**config.mk**
```make
export PLATFORM = sky130hd
export DESIGN_NAME = reqack_arbiter_flat
export DESIGN_NICKNAME = d
export VERILOG_FILES = /design/src/rtl/reqack_pkg.sv /design/src/rtl/reqack_arbiter_if.sv /design/src/rtl/reqack_arbiter_rr_pick.sv /design/src/rtl/reqack_arbiter.sv /design/src/flat_wrapper.sv
export SDC_FILE = /design/constraint.sdc
export NUM_CORES = 1
export LEC_CHECK = 0
export CAP_MARGIN = 20
export CORE_MARGIN = 2
export CORE_UTILIZATION = 47
export CTS_CLUSTER_SIZE = 24
export DETAILED_ROUTE_END_ITERATION = 6
export PLACE_DENSITY = 0.76
export SLEW_MARGIN = 15
export SYNTH_ARGS = -nofsm -noshare
export SYNTH_HDL_FRONTEND = slang
export SYNTH_SLANG_ARGS = --single-unit
```
**constraint.sdc**
```tcl
create_clock -name clk -period 2.16 [get_ports clk]
set_clock_uncertainty 0.1 [all_clocks]
set_input_delay 0.648 -clock clk [delete_from_list [all_inputs] [get_ports clk]]
set_output_delay 0.648 -clock clk [all_outputs]
set_load 0.02 [all_outputs]
```
**src/rtl/reqack_pkg.sv**
```systemverilog
// Shared types and width helpers for the req/ack arbiter.
// Imported by the interface, the picker and the top.
package reqack_pkg;

    typedef enum logic [1:0] {
        IDLE,
        GRANT,
        WAIT
    } state_e;

    // Index width for n requesters, never below one bit.
    function automatic int idx_w(input int n);
        return (n > 1) ? $clog2(n) : 1;
    endfunction

    // Counter width able to hold the value m.
    function automatic int cnt_w(input int m);
        return (m > 0) ? $clog2(m + 1) : 1;
    endfunction

endpackage

```
**src/rtl/reqack_arbiter_if.sv**
```systemverilog
// Handshake bundle between requesters, resource and the arbiter.
// slave is the arbiter side, master is the agent side.
interface reqack_arbiter_if
    import reqack_pkg::*;
#(
    parameter int N_REQ = 4
);
    localparam int SW = idx_w(N_REQ);

    logic [N_REQ-1:0] req;
    logic [N_REQ-1:0] ack;
    logic             start;
    logic [SW-1:0]    sel;
    logic             busy;
    logic             done;
    logic             intrpt;
    logic             timeout;
    logic             aborted;
    logic             spurious;

    modport slave (
        input  req, done, intrpt,
        output ack, start, sel, busy,
        output timeout, aborted, spurious
    );

    modport master (
        output req, done, intrpt,
        input  ack, start, sel, busy,
        input  timeout, aborted, spurious
    );

endinterface

```
**src/rtl/reqack_arbiter_rr_pick.sv**
```systemverilog
// Combinational round-robin picker: first set req bit
// strictly after ptr, wrapping around.
module rr_pick
    import reqack_pkg::*;
#(
    parameter int N_REQ = 4,
    parameter int W     = idx_w(N_REQ)
) (
    input  logic [N_REQ-1:0] req,
    input  logic [W-1:0]     ptr,
    output logic             valid,
    output logic [W-1:0]     idx
);

    // Scan ptr+1 .. ptr+N_REQ modulo N_REQ, keep the first hit.
    always_comb begin
        logic [W-1:0] j;
        valid = 1'b0;
        idx   = '0;
        j     = '0;
        for (int i = 1; i <= N_REQ; i++) begin
            j = W'((int'(ptr) + i) % N_REQ);
            if (!valid && req[j]) begin
                valid = 1'b1;
                idx   = j;
            end
        end
    end

endmodule

```
**src/rtl/reqack_arbiter.sv**
```systemverilog
// Round-robin arbiter/sequencer for one shared req/ack/done
// resource, with completion watchdog and interrupt abort.
module reqack_arbiter
    import reqack_pkg::*;
#(
    parameter int N_REQ   = 4,
    parameter int MAX_CYC = 5
) (
    input  logic              clk,
    input  logic              reset_n,
    reqack_arbiter_if.slave   bus
);

    localparam int SW = idx_w(N_REQ);
    localparam int CW = cnt_w(MAX_CYC);
    localparam logic [CW-1:0] CMAX = CW'(MAX_CYC);
    localparam logic [SW-1:0] PRST = SW'(N_REQ - 1);

    state_e           st, nxt;
    logic [SW-1:0]    ptr_q, ptr_d;
    logic [CW-1:0]    cnt_q, cnt_d;
    logic             pick_v;
    logic [SW-1:0]    pick_i;

    logic [N_REQ-1:0] ack_q, ack_d;
    logic             start_q, start_d;
    logic [SW-1:0]    sel_q, sel_d;
    logic             busy_q, busy_d;
    logic             to_q, to_d;
    logic             ab_q, ab_d;
    logic             sp_q, sp_d;
    logic             grant;

    rr_pick #(.N_REQ(N_REQ), .W(SW)) u_pick (
        .req   (bus.req),
        .ptr   (ptr_q),
        .valid (pick_v),
        .idx   (pick_i)
    );

    // State, pointer and watchdog counter registers.
    always_ff @(posedge clk) begin
        if (!reset_n) begin
            st    <= IDLE;
            ptr_q <= PRST;
            cnt_q <= '0;
        end else begin
            st    <= nxt;
            ptr_q <= ptr_d;
            cnt_q <= cnt_d;
        end
    end

    // Next state plus the next value of every registered output.
    always_comb begin
        nxt     = st;
        ptr_d   = ptr_q;
        cnt_d   = cnt_q;
        grant   = 1'b0;
        ack_d   = '0;
        start_d = 1'b0;
        sel_d   = sel_q;
        to_d    = 1'b0;
        ab_d    = 1'b0;
        sp_d    = 1'b0;
        unique case (st)
            IDLE: begin
                sp_d = bus.done;
                if (pick_v) begin
                    grant = 1'b1;
                    nxt   = GRANT;
                end
            end
            GRANT: begin
                sp_d  = bus.done;
                ptr_d = sel_q;
                cnt_d = CW'(1);
                if (bus.intrpt) begin
                    ab_d = 1'b1;
                    nxt  = IDLE;
                end else begin
                    nxt  = WAIT;
                end
            end
            WAIT: begin
                if (bus.intrpt) begin
                    ab_d = 1'b1;
                    nxt  = IDLE;
                end else if (bus.done) begin
                    if (pick_v) begin
                        grant = 1'b1;
                        nxt   = GRANT;
                    end else begin
                        nxt   = IDLE;
                    end
                end else if (cnt_q == CMAX) begin
                    to_d = 1'b1;
                    nxt  = IDLE;
                end else begin
                    cnt_d = cnt_q + CW'(1);
                end
            end
            default: nxt = IDLE;
        endcase
        if (grant) begin
            sel_d         = pick_i;
            ack_d[pick_i] = 1'b1;
            start_d       = 1'b1;
        end
        busy_d = (nxt != IDLE);
    end

    // Output registers; reset clears every pulse.
    always_ff @(posedge clk) begin
        if (!reset_n) begin
            ack_q   <= '0;
            start_q <= 1'b0;
            sel_q   <= '0;
            busy_q  <= 1'b0;
            to_q    <= 1'b0;
            ab_q    <= 1'b0;
            sp_q    <= 1'b0;
        end else begin
            ack_q   <= ack_d;
            start_q <= start_d;
            sel_q   <= sel_d;
            busy_q  <= busy_d;
            to_q    <= to_d;
            ab_q    <= ab_d;
            sp_q    <= sp_d;
        end
    end

    assign bus.ack      = ack_q;
    assign bus.start    = start_q;
    assign bus.sel      = sel_q;
    assign bus.busy     = busy_q;
    assign bus.timeout  = to_q;
    assign bus.aborted  = ab_q;
    assign bus.spurious = sp_q;

endmodule

```
**src/flat_wrapper.sv**
```systemverilog
// flat-port wrapper written by rule: the top's interface ports become plain ports
module reqack_arbiter_flat import reqack_pkg::*;
#(
    parameter int N_REQ   = 4,
    parameter int MAX_CYC = 5
)
  (clk, reset_n, bus_req, bus_done, bus_intrpt, bus_ack, bus_start, bus_sel, bus_busy, bus_timeout, bus_aborted, bus_spurious);
  reqack_arbiter_if #(.N_REQ(N_REQ)) bus_i ();
  input  logic clk;
  input  logic reset_n;
  input wire logic [$bits(bus_i.req)-1:0] bus_req;
  input wire logic [$bits(bus_i.done)-1:0] bus_done;
  input wire logic [$bits(bus_i.intrpt)-1:0] bus_intrpt;
  output wire logic [$bits(bus_i.ack)-1:0] bus_ack;
  output wire logic [$bits(bus_i.start)-1:0] bus_start;
  output wire logic [$bits(bus_i.sel)-1:0] bus_sel;
  output wire logic [$bits(bus_i.busy)-1:0] bus_busy;
  output wire logic [$bits(bus_i.timeout)-1:0] bus_timeout;
  output wire logic [$bits(bus_i.aborted)-1:0] bus_aborted;
  output wire logic [$bits(bus_i.spurious)-1:0] bus_spurious;
  assign bus_i.req = bus_req;
  assign bus_i.done = bus_done;
  assign bus_i.intrpt = bus_intrpt;
  assign bus_ack = bus_i.ack;
  assign bus_start = bus_i.start;
  assign bus_sel = bus_i.sel;
  assign bus_busy = bus_i.busy;
  assign bus_timeout = bus_i.timeout;
  assign bus_aborted = bus_i.aborted;
  assign bus_spurious = bus_i.spurious;
  reqack_arbiter #(.N_REQ(N_REQ), .MAX_CYC(MAX_CYC)) u_core (.clk(clk), .reset_n(reset_n), .bus(bus_i));
endmodule
```
; Word level (Yosys, flattened, before mapping)
; Index checks and enable logic that the tools add are counted.
[totals]
in_bits = 8
mem_bits_rw = 0
ff_bits = 18
word_cells = 82
rom_bits = 0
output_inout_bits = 11
latchBits = 0
mem_count = 0
[op_classes]
muxes = 36
bitwise = 2
magnitude_cmp = 6
addsub = 5
reduce_logical = 17
multipliers = 0
div_mod_pow = 0
shifts = 0
eq_ne = 6
[op_table]
columns = op, count
row1 = $mux W2, 9
row2 = $mux W1, 16
row3 = $lt A2 B3 Y1 const B, 5
row4 = $mux W3, 3
row5 = $bmux W1 S2, 4
row6 = $ne A2 B2 Y1 const B, 3
row7 = $pmux W2 S3, 1
row8 = $pmux W3 S2, 1
row9 = $reduce_and A2 Y1, 3
row10 = $add A2 B1 Y2 const B, 2
row11 = $add A2 B2 Y2 const B, 2
row12 = $logic_and A1 B1 Y1, 4
row13 = $reduce_and A4 Y1, 1
row14 = $reduce_bool A2 Y1, 2
row15 = $reduce_or A2 Y1, 2
row16 = $reduce_or A4 Y1, 1
row17 = $add A3 B1 Y3 const B, 1
row18 = $eq A3 B3 Y1 const B, 1
row19 = $logic_not A1 Y1, 3
row20 = $demux W1 S2, 1
row21 = $eq A2 B1 Y1 const B, 1
row22 = $eq A2 B2 Y1 const B, 1
row23 = $ge A2 B1 Y1 const B, 1
row24 = $logic_not A2 Y1, 1
row25 = other kinds (2), 3

; Longest topological paths before layout
[logic_depth]
word_depth = 18
ltp_mapped = 6
depth_no_buf = 6

; Cells and area by module
; From an unflattened synthesis, not the netlist that was laid out.
[hier_totals]
hier_cells = 88
area_unflattened_um2 = 835.8
[modules_own_cells]
columns = module, seq_area_each_um2, cells_per_inst, area_per_inst_um2, instances
row1 = reqack_arbiter, 360.3, 74, 744.5, 1
row2 = rr_pick, 0.0, 14, 91.3, 1

; Worst setup path after synthesis
; No wires, ideal clock.
[synth_path]
path_type = input to register
start = input port bus_req[1]
end = register u_core.busy_q (netlist: u_core.bus.busy)
required_time_ns = 1.986
path_buffers = 0
setup_ns = 0.074
arrival_time_ns = 1.601
cell_stages = 4
setup_slack_ns = 0.385
cell_sequence = or4_4 a2bb2oi_1 a2bb2oi_1 a31oi_1
[synth_between]
elab_chain_len = 17
word_cells_on_any_way = 24
classes_between = 17 x mux / 7 x reduce/logical
[synth_rtl]
columns = item, line
row1 = "start, declared", flat_wrapper.sv:11  ; input wire logic [$bits(bus_i.req)-1:0] bus_req;
row2 = $bmux W1 S2, reqack_arbiter_rr_pick.sv:23  ; if (!valid && req[j]) begin
row3 = $mux W1 (not written as such), reqack_arbiter_rr_pick.sv:23
row4 = $mux W1, reqack_arbiter_rr_pick.sv:23
row5 = $logic_not A1 Y1, reqack_arbiter_rr_pick.sv:23
row6 = $logic_and A1 B1 Y1, reqack_arbiter_rr_pick.sv:23
row7 = $mux W1, reqack_arbiter_rr_pick.sv:23
row8 = $logic_not A1 Y1, reqack_arbiter_rr_pick.sv:23
row9 = $logic_and A1 B1 Y1, reqack_arbiter_rr_pick.sv:23
row10 = $mux W1, reqack_arbiter_rr_pick.sv:23
row11 = $logic_not A1 Y1, reqack_arbiter_rr_pick.sv:23
row12 = $logic_and A1 B1 Y1, reqack_arbiter_rr_pick.sv:23
row13 = $mux W1 *, reqack_arbiter_rr_pick.sv:23
row14 = $mux W1, reqack_arbiter.sv:90  ; if (pick_v) begin
row15 = $mux W2, reqack_arbiter.sv:89  ; end else if (bus.done) begin
row16 = $mux W2, reqack_arbiter.sv:86  ; if (bus.intrpt) begin
row17 = $pmux W2 S3 *, reqack_arbiter.sv:66  ; unique case (st)
row18 = $reduce_bool A2 Y1 *, reqack_arbiter.sv:110  ; busy_d = (nxt != IDLE);
row19 = "end signal, assigned", reqack_arbiter.sv:127  ; busy_q <= busy_d;
row20 = "end, declared", reqack_arbiter.sv:28  ; logic busy_q, busy_d;
; Mark *: on every way between the ends. The rest lies on a longest branch, timed or not. The select of a mux whose other input is x is not followed.
; A chain may end at the register's enable or synchronous reset.

; Worst setup path after layout
; Same ends and word-level chain as after synthesis.

==> flow_results.xml <==
<?xml version="1.0" encoding="UTF-8"?>
<metrics>
  <group name="floorplan">
    <metric name="dieHeight" unit="um">45.6</metric>
    <metric name="core_area" unit="um2">1670</metric>
    <metric name="fp-row-count" unit="">15</metric>
    <metric name="start_util" unit="">0.487</metric>
    <metric name="full_die_area" unit="um2">2080</metric>
    <metric name="ioPinCount" unit="">19</metric>
    <metric name="floorplan_die_width" unit="um">45.6</metric>
  </group>
  <group name="synth">
    <metric name="synth.distinct_cells" unit="">30</metric>
    <metric name="synth-warning-count" unit="">0</metric>
    <metric name="synth_seq_cells" unit="">18</metric>
    <metric name="postSynth.topFlopCell" unit="">sky130_fd_sc_hd__dfxtp_1</metric>
    <metric name="sequential_element_share_of_the_synthesized_area" unit="">0.443</metric>
    <metric name="synth_enable_flop_cells" unit="">0</metric>
    <metric name="synth_fp_nets" unit="">98</metric>
    <metric name="syn_avg_cell_area" unit="um2">9.68</metric>
    <metric name="synthesis.instances" unit="">84</metric>
    <metric name="syn_area" unit="um2">813</metric>
    <metric name="async_reset_ff_frac" unit="">0</metric>
  </group>
  <group name="routing">
    <metric name="drt_iter0_drc" unit="">46</metric>
    <metric name="wl_per_cell" unit="um">13.1</metric>
    <metric name="uppermost_signal_routing_layer_after_detailed_routing" unit="">met4</metric>
    <metric name="met1_length" unit="um">773</metric>
    <metric name="detailedRoute.firstPassIterationCount" unit="">6</metric>
    <metric name="drt-total-wl" unit="mm">1.68</metric>
    <metric name="routed-via-count" unit="">711</metric>
    <metric name="met3_length" unit="um">99</metric>
    <metric name="post-route-drc-count" unit="">0</metric>
    <metric name="sum_of_met2_wire_segment_lengths_after_detailed_routing" unit="um">755</metric>
    <metric name="ant_nets" unit="">0</metric>
    <metric name="route.detailed.vias_per_inst" unit="">5.55</metric>
  </group>
  <group name="sta">
    <metric name="clock.fmax" unit="GHz">0.491</metric>
    <metric name="slew_headroom" unit="">0.758</metric>
    <metric name="post-route-period-util" unit="">0.943</metric>
    <metric name="hold_violations" unit="">0</metric>
    <metric name="rsz0062_at_grt" unit="">no</metric>
    <metric name="timing.setup.tns" unit="ns">0</metric>
    <metric name="worst_max_slew_pin_slew" unit="ns">0.359</metric>
    <metric name="minimum_clock_period" unit="ns">2.04</metric>
    <metric name="report.final.setup_viol" unit="">0</metric>
    <metric name="final_max_slew_viol_count" unit="">0</metric>
  </group>
  <group name="worst_setup_path">
    <metric name="cp_max_fo" unit="">4</metric>
    <metric name="required_time_reported_for_the_critical_path_endpoint" unit="ns">2.29</metric>
    <metric name="end_kind" unit="">flop</metric>
    <metric name="critical_setup_path_kind" unit="">in -&gt; reg</metric>
    <metric name="setup.worst_path.start_class" unit="">input pin</metric>
    <metric name="crit_arrival" unit="ns">2.17</metric>
  </group>
  <group name="final_layout">
    <metric name="antenna_cells_inserted" unit="">0</metric>
    <metric name="final_design_area_no_fill" unit="um2">1090</metric>
    <metric name="num-nets-final" unit="">126</metric>
    <metric name="highest_count_cells_in_the_layout_ignoring_fill_and_taps" unit="">sky130_fd_sc_hd__clkdlybuf4s50_1, sky130_fd_sc_hd__dfxtp_1, sky130_fd_sc_hd__inv_1</metric>
    <metric name="count_of_placed_standard_cells_in_the_final_layout_fillers_left_out" unit="">128</metric>
    <metric name="areaGrowthSynthToFinish" unit="%">34.2</metric>
    <metric name="share_of_layout_cells_above_drive_strength_1" unit="">0.135</metric>
    <metric name="layout.core_utilization" unit="">0.653</metric>
  </group>
  <group name="global_route">
    <metric name="grt_max_degree" unit="">11</metric>
    <metric name="grt_antenna_before_repair" unit="">0</metric>
    <metric name="grt_first_pass_wirelength" unit="mm">2.58</metric>
    <metric name="grt-ovfl-total" unit="">0</metric>
    <metric name="grt_overall_usage" unit="">0.173</metric>
    <metric name="grt_pass1_vias" unit="">604</metric>
  </group>
  <group name="place">
    <metric name="io_buffers" unit="">18</metric>
    <metric name="place.gp.congestion" unit="">0.869</metric>
    <metric name="placed_area" unit="um2">1050</metric>
    <metric name="place_hpwl" unit="mm">1.23</metric>
    <metric name="dpl.cell_count" unit="">124</metric>
  </group>
  <group name="power_and_ir_drop">
    <metric name="total_leakage_power" unit="nW">0.465</metric>
    <metric name="power.density_cell_area" unit="nW/um2">725</metric>
    <metric name="ir_worst_vdd" unit="V">0.000422</metric>
  </group>
  <group name="cts">
    <metric name="numCtsBuffers" unit="">3</metric>
    <metric name="clock_path_buffers" unit="">2</metric>
    <metric name="cts_tree" unit="">done</metric>
    <metric name="post_cts_resized" unit="">0</metric>
    <metric name="clock_latency" unit="ns">0.30</metric>
    <metric name="cts.root.buffer_cell" unit="">sky130_fd_sc_hd__clkbuf_4</metric>
    <metric name="cts_hold_repair.buffers" unit="">0</metric>
    <metric name="numClockSinks" unit="">18</metric>
    <metric name="cts_max_level" unit="">1</metric>
    <metric name="clk_transition_reported_paths" unit="ns">0.11</metric>
    <metric name="post_cts.repair.setup_buffers" unit="">0</metric>
  </group>
  <group name="run_status">
    <metric name="run_status" unit="">finished clean</metric>
  </group>
  <group name="worst_hold_path">
    <metric name="hold_class" unit="">reg -&gt; reg</metric>
  </group>
  <group name="flow_run">
    <metric name="drv.max_cap_violation_count" unit="">0</metric>
  </group>
</metrics>
==> state kept, by name, indices dropped and copies added, names as in the netlist <==
signal / cells
u_core.bus.ack: 4
u_core.bus.start: 1
u_core.bus.busy: 1
u_core.ptr_q: 2
u_core.st: 2
u_core.cnt_q: 3
u_core.bus.spurious: 1
u_core.bus.aborted: 1
u_core.bus.sel: 2
u_core.bus.timeout: 1
==> routing by layer <==
layer  track usage  up-vias
met5             0        -
met4        0.0765        0
met3        0.0357       11
met2         0.268       33
met1         0.230      315
li1              -      352
==> cell usage after synthesis (all sizes together), types with 2 or more instances <==
cell | instances | area [um2]
or2b | 2 | 17.5
nand3 | 2 | 10.0
dfxtp | 18 | 360
nand2b | 4 | 25.0
o21ai | 4 | 20.0
nor2 | 2 | 7.51
nor3b | 4 | 30.0
a2bb2oi | 2 | 17.5
ha | 6 | 75.1
and3 | 2 | 12.5
nand2 | 5 | 18.8
inv | 8 | 30.0
a21oi | 6 | 30.0
mux2i | 2 | 20.0
nor3 | 2 | 10.0
==> power breakdown <==
part	total, mW	leakage [nW]	switching [mW]	internal, mW
combinational	0.192	0.296	0.0954	0.0961
clock	0.216	0.0210	0.113	0.103
sequential	0.383	0.148	0.0209	0.362
==> per-stage QoR <==
| stage | hold slack [ns] | power [mW] | setup WS, ns |
|---|---|---|---|
| detailed placement | 0.373 | 0.577 | -0.181 |
| global route | 0.430 | 0.822 | 0.0489 |
| CTS | 0.400 | 0.787 | 0.121 |
| global placement | 0.371 | 0.573 | -0.171 |
| finish | 0.405 | 0.791 | 0.124 |
| floorplan | 0.371 | 0.498 | 0.385 |
==> cell type report <==
type,instances,area [um2]
clock buffer,4,36.3
sequential,18,360
fill,126,579
inverter,8,30.0
multi-input combinational,57,418
tap,17,21.3
timing repair buffer,24,225
==> path summary, 6_finish.rpt <==
check                          from         endpoint  slack (ns)  cells after the start
hold reg to reg   u_core.bus.sel[0]  u_core.ptr_q[0]        0.40                      2
setup / recovery         bus_req[1]  u_core.bus.busy        0.12                      5
setup reg to reg       u_core.st[0]  u_core.bus.busy        0.38                      7
hold / removal    u_core.bus.sel[0]  u_core.ptr_q[0]        0.40                      2
==> critical path, cell delays in order <==
cell and delay (ns):
sky130_fd_sc_hd__clkdlybuf4s50_1 0.47, sky130_fd_sc_hd__or4_4 0.57, sky130_fd_sc_hd__a2bb2oi_1 0.14, sky130_fd_sc_hd__a2bb2oi_1 0.17, sky130_fd_sc_hd__a31oi_1 0.17
==> kinds of logic (layout without fill, tap and decap cells) <==
group,count (synthesis),in the layout,synth area share
and+or+nand+nor,29,29,0.226
AOI/OAI and AO/OA,19,19,0.152
DFF,18,18,0.443
buffers and inverters,9,36,0.0508
adders and majority gates,6,6,0.0923
muxes,2,2,0.0246
xor gates and xnor gates,1,1,0.0108
Power figures use the tool's default switching activity.
